`src/rtl/fifo_pkg.sv`:
```
// Shared constants and helpers for the synchronous FIFO slice.
package fifo_pkg;

   localparam int DEFAULT_DATA_WIDTH = 16;
   localparam int DEFAULT_DEPTH      = 8;

   // Pointer carries one extra wrap bit above the address bits.
   function automatic int ptr_width(input int depth);
      return $clog2(depth) + 1;
   endfunction

endpackage

```
`src/rtl/fifo_mem.sv`:
```
// DEPTH x DATA_WIDTH register array: one synchronous write port, one registered read port.
module fifo_mem
   import fifo_pkg::*;
#(
   parameter int DATA_WIDTH = DEFAULT_DATA_WIDTH,
   parameter int DEPTH      = DEFAULT_DEPTH
) (
   input  logic                         clk,
   input  logic                         rst,
   input  logic                         we_i,
   input  logic [$clog2(DEPTH)-1:0]     waddr_i,
   input  logic [DATA_WIDTH-1:0]        wdata_i,
   input  logic                         re_i,
   input  logic [$clog2(DEPTH)-1:0]     raddr_i,
   output logic [DATA_WIDTH-1:0]        rdata_o
);

   logic [DATA_WIDTH-1:0] mem_q [DEPTH];
   logic [DATA_WIDTH-1:0] rdata_q;

   // Storage array; contents are deliberately left uncleared by reset.
   always_ff @(posedge clk) begin
      if (we_i) begin
         mem_q[waddr_i] <= wdata_i;
      end
   end

   // Read data register holds its value between accepted reads.
   always_ff @(posedge clk or posedge rst) begin
      if (rst) begin
         rdata_q <= '0;
      end else if (re_i) begin
         rdata_q <= mem_q[raddr_i];
      end
   end

   assign rdata_o = rdata_q;

endmodule

```
`src/rtl/sync_fifo.sv`:
```
// Single-clock FIFO with wrap-bit pointers, combinational full/empty and registered read data.
module sync_fifo
   import fifo_pkg::*;
#(
   parameter int DATA_WIDTH = DEFAULT_DATA_WIDTH,
   parameter int DEPTH      = DEFAULT_DEPTH
) (
   input  logic                  clk,
   input  logic                  rst,
   input  logic                  w_en,
   input  logic                  r_en,
   input  logic [DATA_WIDTH-1:0] data_in,
   output logic [DATA_WIDTH-1:0] data_out,
   output logic                  full,
   output logic                  empty
);

   localparam int PW = ptr_width(DEPTH);
   localparam int AW = PW - 1;

   logic [PW-1:0] wptr_q, wptr_d;
   logic [PW-1:0] rptr_q, rptr_d;
   logic          wr_acc_s;
   logic          rd_acc_s;

   // Flags are judged on pre-edge pointers, so simultaneous requests resolve cleanly.
   assign empty = (wptr_q == rptr_q);
   assign full  = (wptr_q[AW-1:0] == rptr_q[AW-1:0]) && (wptr_q[AW] != rptr_q[AW]);

   // Accept decisions and pointer next-state.
   always_comb begin
      wr_acc_s = w_en & ~full;
      rd_acc_s = r_en & ~empty;
      wptr_d   = wptr_q;
      rptr_d   = rptr_q;
      if (wr_acc_s) begin
         wptr_d = wptr_q + PW'(1'b1);
      end else begin
         wptr_d = wptr_q;
      end
      if (rd_acc_s) begin
         rptr_d = rptr_q + PW'(1'b1);
      end else begin
         rptr_d = rptr_q;
      end
   end

   // Pointer registers.
   always_ff @(posedge clk or posedge rst) begin
      if (rst) begin
         wptr_q <= '0;
         rptr_q <= '0;
      end else begin
         wptr_q <= wptr_d;
         rptr_q <= rptr_d;
      end
   end

   fifo_mem #(
      .DATA_WIDTH (DATA_WIDTH),
      .DEPTH      (DEPTH)
   ) u_mem (
      .clk     (clk),
      .rst     (rst),
      .we_i    (wr_acc_s),
      .waddr_i (wptr_q[AW-1:0]),
      .wdata_i (data_in),
      .re_i    (rd_acc_s),
      .raddr_i (rptr_q[AW-1:0]),
      .rdata_o (data_out)
   );

endmodule

```
`config.mk`:
```
export PLATFORM = sky130hd
export DESIGN_NAME = sync_fifo
export DESIGN_NICKNAME = d
export VERILOG_FILES = /design/src/rtl/fifo_pkg.sv /design/src/rtl/fifo_mem.sv /design/src/rtl/sync_fifo.sv
export SDC_FILE = /design/constraint.sdc
export NUM_CORES = 1
export LEC_CHECK = 0
export CAP_MARGIN = 30
export CELL_PAD_IN_SITES_DETAIL_PLACEMENT = 1
export CELL_PAD_IN_SITES_GLOBAL_PLACEMENT = 2
export CORE_MARGIN = 8
export CORE_UTILIZATION = 35
export DETAILED_ROUTE_END_ITERATION = 7
export DONT_BUFFER_PORTS = 1
export PLACE_DENSITY_LB_ADDON = 0.1
export SLEW_MARGIN = 20
export SYNTH_ARGS = -nofsm -noshare
export SYNTH_HDL_FRONTEND = slang
export SYNTH_HIERARCHICAL = 1
export SYNTH_SLANG_ARGS = --single-unit
```
`constraint.sdc`:
```
create_clock -name clk -period 8.8 [get_ports clk]
set_clock_uncertainty 0.15 [all_clocks]
set_input_delay 1.32 -clock clk [delete_from_list [all_inputs] [get_ports clk]]
set_output_delay 1.32 -clock clk [all_outputs]
set_load 0.02 [all_outputs]
```
==> impl_metrics.json, run 1 <==
{
  "drtIter0Drc": 140,
  "dr_total_vias": 3233,
  "regToRegEndpoint": "u_mem/mem_q[1][13]",
  "syn_to_final_growth_pct": 14.0,
  "n_fill_cell": 1718,
  "yosysTopAreaCell": "edfxtp_1",
  "worst_pin_slew_ns": 0.886,
  "drt_first_pass_iters": 4,
  "yosysMostFrequentCell": "edfxtp_1",
  "overflow": 0,
  "cts_setup_buffers": 0,
  "crit_chain": "xnor2_1 > nand3_1 > nor2_1",
  "drcViolationCount": 0,
  "synth_compound_area_share_pct": 8.59,
  "track_usage_pct": 13.6,
  "finalWorstPathRequiredPeriod_ns": 3.53,
  "drive_gt1_share_pct": 13.1,
  "cts.sinks": 152,
  "cts_resized": 0,
  "period_share_pct": 40.2,
  "cts_buffers": 17,
  "holdPathStages": 2,
  "max_stage_delay_ns": 0.65,
  "dieArea_um2": 22200,
  "fmax_mhz": 283,
  "dp_hpwl_um": 8730,
  "hold_viol_final": 0,
  "gp_congestion": 0.713,
  "port_buffers": 0,
  "critPathTopFamily": "flip-flops",
  "synth_top_family_by_area": "compound AO/OA/AOI/OAI gates",
  "num_rows": 48,
  "regArea_um2": 4450,
  "cts_max_level": 4,
  "reg2reg_depth": 6,
  "place_area_um2": 6470,
  "status": "complete, no violations",
  "synth_area_um2": 6190,
  "hp-class": "flop to flop",
  "viasPerCell": 5.20,
  "die_y_um": 149,
  "finalSetupViolCount": 0,
  "clk_latency_ns": 0.42,
  "maxSlewViolCount": 0,
  "worstReg2RegStart": "rptr_q[0]",
  "synthXorXnorAreaFrac_pct": 1.70,
  "ctsHoldBuffers": 0,
  "postRouteAntennaNets": 0,
  "core_um2": 17300,
  "multi_input_area_um2": 1590,
  "clk_pin_slew_ns": 0.06,
  "rsz0062_at_grt": "false",
  "synthTopCellsByArea": "edfxtp_1 62%, dfrtp_1 9.7%, mux2i_1 7.8%",
  "pwr_density_cell_nw_per_um2": 359,
  "grt_pass1_vias": 3518,
  "hold_end": "u_mem/rdata_o[3]",
  "maxCapViolations": 0,
  "fin_tns_setup_ns": 0,
  "io-pin-count": 38,
  "antennaDiodeCount": 0,
  "worstPathArrival_ns": 2.06,
  "end_kind": "output pin",
  "synth_edf_count": 128,
  "synth_commonest_cells": "128 x edfxtp_1, 48 x mux2i_1, 33 x nor2b_1",
  "initial_core_util_pct": 35.8,
  "crit_required_ns": 7.33,
  "ir_drop_mv": 0.177,
  "wl_per_cell_um": 23.1,
  "cp_slowest_cell": "dfrtp_4",
  "clk_path_buf_depth": 2,
  "r2r_setup_slack_ns": 5.83,
  "timing.slew.headroom_pct": 40.7,
  "synthArstFlopShare_pct": 15.8,
  "cts_root_buf": "clkbuf_16",
  "leakage_uw": 0.00254,
  "fp.dieW_um": 149,
  "antenna_found_initial": 0,
  "seq_area_frac_synth_pct": 71.8,
  "synthMuxAreaShare_pct": 8.25,
  "grt_first_pass_wirelength_um": 21800,
  "yosys.area_share.simple_pct": 6.51,
  "yosysWarnings": 6,
  "cts_tree": "yes",
  "finalNetCount": 406,
  "cp_max_fo": 26,
  "ys.flop_type": "edfxtp_1",
  "ys_ff_latch": 152,
  "drt_wl_total_um": 14400,
  "design_area_um2": 7050,
  "grt_max_degree": 61,
  "ys_types": 30,
  "worst-path-buf-inv": 0,
  "criticalPathCategory": "flop to output pin",
  "start_kind": "flop",
  "netlist.area_leader.share_pct": 62.1,
  "syn-num-nets": 393,
  "syn_inst": 371,
  "min_from": "u_mem/mem_q[5][3]",
  "avgSynthCellArea_um2": 16.7,
  "synthAdderAreaFrac_pct": 0.404
}
==> cell usage in the layout, fill, tap and decap left out, drive strengths merged, types with 15 or more instances in the layout <==
cell type,instances
edfxtp,128
mux2i,48
a22oi,16
dfrtp,24
a211o,16
clkbuf,20
nor2b,33
nand3,17
a41o,16
buf,15
==> tightest hold or removal path, cell delays in order, from the launching register on <==
cell	delay (ns)
edfxtp_1	0.32
a211o_1	0.12
a41o_1	0.14
==> power breakdown <==
part	internal (uW)	switching [uW]	leakage (uW)	total (uW)
logic	280	434	0.000816	714
registers	941	150	0.00145	1090
clock network	445	283	0.000274	728
total	1670	867	0.00254	2530
==> layout make-up <==
class / instances / share of cell area (%)
well taps: 225 / 3.99
clock buffers: 20 / 6.19
repair buffers: 15 / 1.88
multi-input cells: 193 / 22.5
inverters: 5 / 0.266
clock inverters: 12 / 2.15
flip-flops and latches: 152 / 63.1
==> sequential cells by signal, summed over array words and instances, names as in the netlist <==
signal,cells
u_mem/rdata_o,16
u_mem/mem_q,128
wptr_q,4
rptr_q,4
==> worst max path at each step <==
stage / from / to / slack, ns / cells after the start
6_report: rptr_q[0] / full / 5.27 / 3
3_3_place_gp: w_en / u_mem/mem_q[1][13] / 5.70 / 5
2_1_floorplan: w_en / u_mem/mem_q[4][0] / 5.52 / 4
4_1_cts: rptr_q[0] / full / 5.22 / 3
3_5_place_dp: w_en / u_mem/mem_q[1][13] / 5.64 / 5
5_1_grt: rptr_q[0] / empty / 5.14 / 3
==> logic make-up (layout without fill, tap and decap cells) <==
logic type / after synthesis / count (layout)
compound gates: 56 / 56
xor+xnor: 12 / 12
fa+ha+maj: 2 / 2
buf+inv: 26 / 52
flops: 152 / 152
mux: 50 / 50
simple gates: 73 / 73
==> per-stage QoR <==
stage	util (%)	total power (uW)	std cells	setup WS, ns	hold WS (ns)
after floorplan	-	1640	371	5.52	0.384
after global placement	37.2	1830	589	5.70	0.452
after detailed placement	37.4	1850	590	5.64	0.458
after CTS	40.8	2580	622	5.22	0.472
after global routing	40.8	2670	622	5.14	0.483
final	40.8	2530	622	5.27	0.466
==> routing by layer <==
metal | vias to the layer above | wire length, um | global-route usage (%)
met5 | - | 0 | 0
met4 | 0 | 216 | 4.90
met3 | 19 | 817 | 4.76
met2 | 57 | 6900 | 21.9
met1 | 1680 | 6420 | 16.5
li1 | 1477 | - | -
(Power assumes the default switching activity.)
==> inputs of run 2 (changes only) <==
==> constraint.sdc (replaced) <==
create_clock -name clk -period 2.9 [get_ports clk]
set_clock_uncertainty 0.15 [all_clocks]
set_input_delay 0.435 -clock clk [delete_from_list [all_inputs] [get_ports clk]]
set_output_delay 0.435 -clock clk [all_outputs]
set_load 0.02 [all_outputs]
==> impl_metrics.json, run 2 (synthesized netlist as in run 1, its figures left out) <==
{
  "criticalPathCategory": "flop to output pin",
  "overflow": 0,
  "pwr_density_cell_nw_per_um2": 1060,
  "drt_first_pass_iters": 4,
  "status": "complete, no violations",
  "die_y_um": 149,
  "rsz0062_at_grt": "false",
  "setup_ws_ns": 0.249,
  "drive_gt1_share_pct": 15.9,
  "finalSetupViolCount": 0,
  "cts_tree": "yes",
  "r2r_setup_slack_ns": 0.38,
  "grt_max_degree": 51,
  "grt_pass1_vias": 3695,
  "start_kind": "flop",
  "ir_drop_mv": 0.451,
  "clk_path_buf_depth": 2,
  "worstPathArrival_ns": 2.07,
  "antenna_found_initial": 0,
  "dieArea_um2": 22200,
  "fmax_mhz": 377,
  "worstReg2RegStart": "rptr_q[0]",
  "cp-endpoint": "full",
  "postRouteAntennaNets": 0,
  "dpl_worst_slack_ns": 0.362,
  "io-pin-count": 38,
  "track_usage_pct": 13.6,
  "finalNetCount": 437,
  "final_cell_mix": "128 x edfxtp_1, 48 x mux2i_1, 33 x nor2b_1, 28 x buf_4, 23 x dfrtp_1",
  "dr_total_vias": 3364,
  "finalWorstPathRequiredPeriod_ns": 2.65,
  "cts_setup_buffers": 0,
  "crit_start": "rptr_q[0]",
  "n_fill_cell": 1740,
  "cts_buffers": 17,
  "clk_latency_ns": 0.42,
  "finalPower_uw": 7710,
  "wl_per_cell_um": 21.8,
  "cts_max_level": 4,
  "grt_first_pass_wirelength_um": 21800,
  "cp_max_fo": 35,
  "drtIter0Drc": 127,
  "cts_root_buf": "clkbuf_16",
  "end_kind": "output pin",
  "dp_hpwl_um": 8750,
  "regMostFlops": "u_mem/mem_q",
  "drcViolationCount": 0,
  "syn_to_final_growth_pct": 17.6,
  "reg2reg_depth": 5,
  "initial_core_util_pct": 35.8,
  "gp_congestion": 0.696,
  "regToRegEndpoint": "u_mem/rdata_o[9]",
  "fin_tns_setup_ns": 0,
  "num_rows": 48,
  "worst_pin_slew_ns": 0.736,
  "cts.sinks": 152,
  "hold_slack_ns": 0.0155,
  "final_common_cell": "edfxtp_1",
  "hp-class": "input port to flop",
  "antennaDiodeCount": 0,
  "core_um2": 17300,
  "drt_wl_total_um": 14200,
  "design_area_um2": 7280,
  "period_share_pct": 91.4,
  "viasPerCell": 5.15,
  "fp.dieW_um": 149,
  "port_buffers": 0,
  "largest_register_ffs": 128,
  "maxSlewViolCount": 0,
  "clk_pin_slew_ns": 0.06,
  "timing.slew.headroom_pct": 50.9,
  "hold_viol_final": 0,
  "crit_required_ns": 2.32,
  "place_area_um2": 6560,
  "maxCapViolations": 0,
  "leakage_uw": 0.00267
}
## run 2: cell types whose count changed in the layout (fill, tap and decap cells not counted), sizes merged
cell	before	now
clkbuf	20	19
bufinv	3	1
inv	6	7
clkinvlp	4	3
dlygate4sd3	0	17
clkinv	4	7
buf	15	29
## run 2: power breakdown
part           internal [uW]  switching [uW]
Combinational            981            1510
Sequential              2850             321
Clock                   1190             856
## run 2: repair_timing
action | in CTS | in global routing
endpoints found under the setup margin | 0 | 2
endpoints found under the hold margin | 144 | 0
hold buffers | 17 | 0
resized for setup | 0 | 1
## run 2: metrics by stage
stage,instances,util (%)
floorplan,371,-
global placement,603,37.8
detailed placement,604,37.9
CTS,653,42.1
global route,653,42.1
finish,653,42.1
## run 2: worst min-delay path by stage
stage	depth (start not counted)	slack, ns	start	end
2_1_floorplan	1	0.10	rst	rptr_q[0]
3_3_place_gp	1	0.16	rst	rptr_q[2]
3_5_place_dp	1	0.17	rst	wptr_q[2]
4_1_cts	2	0.0005	r_en	rptr_q[0]
5_1_grt	2	0.008	r_en	rptr_q[0]
6_report	2	0.02	r_en	rptr_q[0]
## run 2: per-layer routing
layer | wire, um | GRT usage (%) | vias up
met5 | 0 | 0 | -
li1 | - | - | 1546
met2 | 7220 | 22.5 | 59
met3 | 625 | 3.67 | 13
met4 | 161 | 4.69 | 0
met1 | 6230 | 16.7 | 1746
## run 2: critical path: stages (launching register included)
cell,delay (ns)
dfrtp_4,0.48
buf_4,0.29
xnor2_2,0.31
nand3_1,0.20
nor2_1,0.36
## run 2: cell type report
cell class	count	area, um^2	area share, %
inverters	5	18.8	0.258
well taps	225	282	3.87
repair buffers	46	395	5.43
clock buffers	19	443	6.08
multi-input cells	193	1590	21.9
clock inverters	13	103	1.41
flip-flops and latches	152	4450	61.1
==> inputs of run 3 (changes only) <==
--- a/config.mk
+++ b/config.mk
@@ -10,6 +10,7 @@
 export CELL_PAD_IN_SITES_GLOBAL_PLACEMENT = 2
 export CORE_MARGIN = 8
 export CORE_UTILIZATION = 35
+export CTS_BUF_LIST = sky130_fd_sc_hd__clkbuf_8
 export DETAILED_ROUTE_END_ITERATION = 7
 export DONT_BUFFER_PORTS = 1
 export PLACE_DENSITY_LB_ADDON = 0.1
@@ -18,3 +19,4 @@
 export SYNTH_HDL_FRONTEND = slang
 export SYNTH_HIERARCHICAL = 1
 export SYNTH_SLANG_ARGS = --single-unit
+export TNS_END_PERCENT = 1
==> impl_metrics.json, run 3 (synthesized netlist as in run 1, its figures left out) <==
{
  "multi_input_area_um2": 1590,
  "hold_end": "rptr_q[3]",
  "track_usage_pct": 13.7,
  "seq_power_share_pct": 44.4,
  "utilization_pct": 41.1,
  "syn_to_final_growth_pct": 14.9,
  "overflow": 0,
  "regArea_um2": 4450,
  "regMostFlops": "u_mem/mem_q",
  "place_area_um2": 6560,
  "min_from": "r_en",
  "p_comb_share_pct": 34.9,
  "cts_root_buf": "clkbuf_8",
  "cts.sinks": 152,
  "cts_max_level": 4,
  "hold_viol_final": 0,
  "fin_tns_setup_ns": 0,
  "finalPower_uw": 7140,
  "clk_latency_ns": 0.45,
  "cp_slowest_cell": "dfrtp_4",
  "critPathTopFamily": "simple AND/OR/NAND/NOR gates",
  "rsz0062_at_grt": "false",
  "antennaDiodeCount": 0,
  "worst_pin_slew_ns": 0.745,
  "final_cell_mix": "128 x edfxtp_1, 48 x mux2i_1, 33 x nor2b_1, 28 x buf_4, 23 x dfrtp_1",
  "dr_total_vias": 3371,
  "grt_max_degree": 51,
  "holdPathStages": 2,
  "p_switching_uw": 2630,
  "cts_buffers": 17,
  "criticalPathCategory": "flop to output pin",
  "port_buffers": 0,
  "cp_num_cells": 4,
  "pwr_density_cell_nw_per_um2": 1000,
  "viasPerCell": 5.15,
  "io-pin-count": 38,
  "cp_max_fo": 35,
  "regToRegEndpoint": "u_mem/rdata_o[9]",
  "reg2reg_depth": 5,
  "drcViolationCount": 0,
  "internal-power_uw": 4520,
  "postRouteAntennaNets": 0,
  "max_stage_delay_ns": 0.49,
  "period_share_pct": 93.1,
  "drtIter0Drc": 173,
  "timing.slew.headroom_pct": 50.4,
  "num_rows": 48,
  "design_area_um2": 7110,
  "cts_setup_buffers": 0,
  "drt_first_pass_iters": 4,
  "wl_per_cell_um": 21.8,
  "die_y_um": 149,
  "finalWorstPathRequiredPeriod_ns": 2.70,
  "worstReg2RegStart": "rptr_q[0]",
  "clk_path_buf_depth": 2,
  "grt_pass1_vias": 3724,
  "crit_required_ns": 2.32,
  "maxSlewViolCount": 0,
  "dieArea_um2": 22200,
  "r2r_setup_slack_ns": 0.36,
  "gp_congestion": 0.696,
  "ir_drop_mv": 0.382,
  "maxCapViolations": 0,
  "final_common_cell": "edfxtp_1",
  "n_fill_cell": 1750,
  "dp_hpwl_um": 8750,
  "fp.dieW_um": 149,
  "cts_tree": "yes",
  "p_clk_share_pct": 20.8,
  "clk_pin_slew_ns": 0.08,
  "grt_first_pass_wirelength_um": 21900,
  "finalSetupViolCount": 0,
  "switching_share_pct": 36.8,
  "largest_register_ffs": 128,
  "drive_gt1_share_pct": 15.8,
  "hp-class": "input port to flop",
  "worstPathArrival_ns": 2.11,
  "crit_chain": "buf_4 > xnor2_2 > nand3_1 > nor2_1",
  "worst-path-buf-inv": 1,
  "start_kind": "flop",
  "antenna_found_initial": 0,
  "initial_core_util_pct": 35.8,
  "end_kind": "output pin",
  "core_um2": 17300,
  "fmax_mhz": 370,
  "leakage_uw": 0.00259,
  "status": "complete, no violations",
  "drt_wl_total_um": 14300,
  "finalNetCount": 439
}
==> run 3: power groups by stage <==
stage               Combinational (uW)  Sequential, uW  Clock, uW
floorplan                         1760            3220          0
CTS                               2570            3180       1530
finish                            2490            3170       1480
global route                      2730            3220       1620
detailed placement                2490            3230          0
global placement                  2480            3210          0
==> run 3: how the worst max path moves through the flow <==
stage | from | end
after detailed placement | rptr_q[0] | u_mem/rdata_o[9]
after global placement | rptr_q[0] | u_mem/rdata_o[9]
after global routing | rptr_q[2] | full
after floorplan | wptr_q[0] | u_mem/mem_q[4][0]
final | rptr_q[0] | full
after CTS | rptr_q[0] | full
==> run 3: repair_timing <==
action,in CTS,in global routing
resized for setup,1,0
endpoints found under the setup margin,2,0
hold buffers,19,0
hold endpoints to repair,146,0
==> run 3: worst reg2reg max path: stages (launching register included) <==
cell	delay, ns
dfrtp_4	0.42
buf_4	0.44
buf_4	0.70
mux2i_1	0.33
a22oi_1	0.14
a41o_1	0.26
==> run 3: layer usage <==
metal	GRT usage, %	share of wire (%)	vias up
li1	-	-	1545
met1	16.7	45	1752
met2	22.7	50	59
met3	3.79	3.9	15
met4	5.15	1.3	0
met5	0	0	-
==> run 3: final cells by class <==
type | count | share of cell area, %
clock buffer | 18 | 3.48
clock inverter | 14 | 1.50
timing repair buffer | 48 | 5.84
sequential | 152 | 62.6
multi-input combinational | 193 | 22.4
tap | 225 | 3.96
inverter | 5 | 0.264
==> run 3: through the flow <==
step | setup slack (ns) | std cells | hold WS [ns]
after floorplan | 0.00188 | 371 | 0.101
after global routing | 0.0512 | 655 | 0.0644
after global placement | 0.341 | 603 | 0.163
after CTS | 0.127 | 655 | 0.0663
final | 0.201 | 655 | 0.0891
after detailed placement | 0.362 | 604 | 0.172
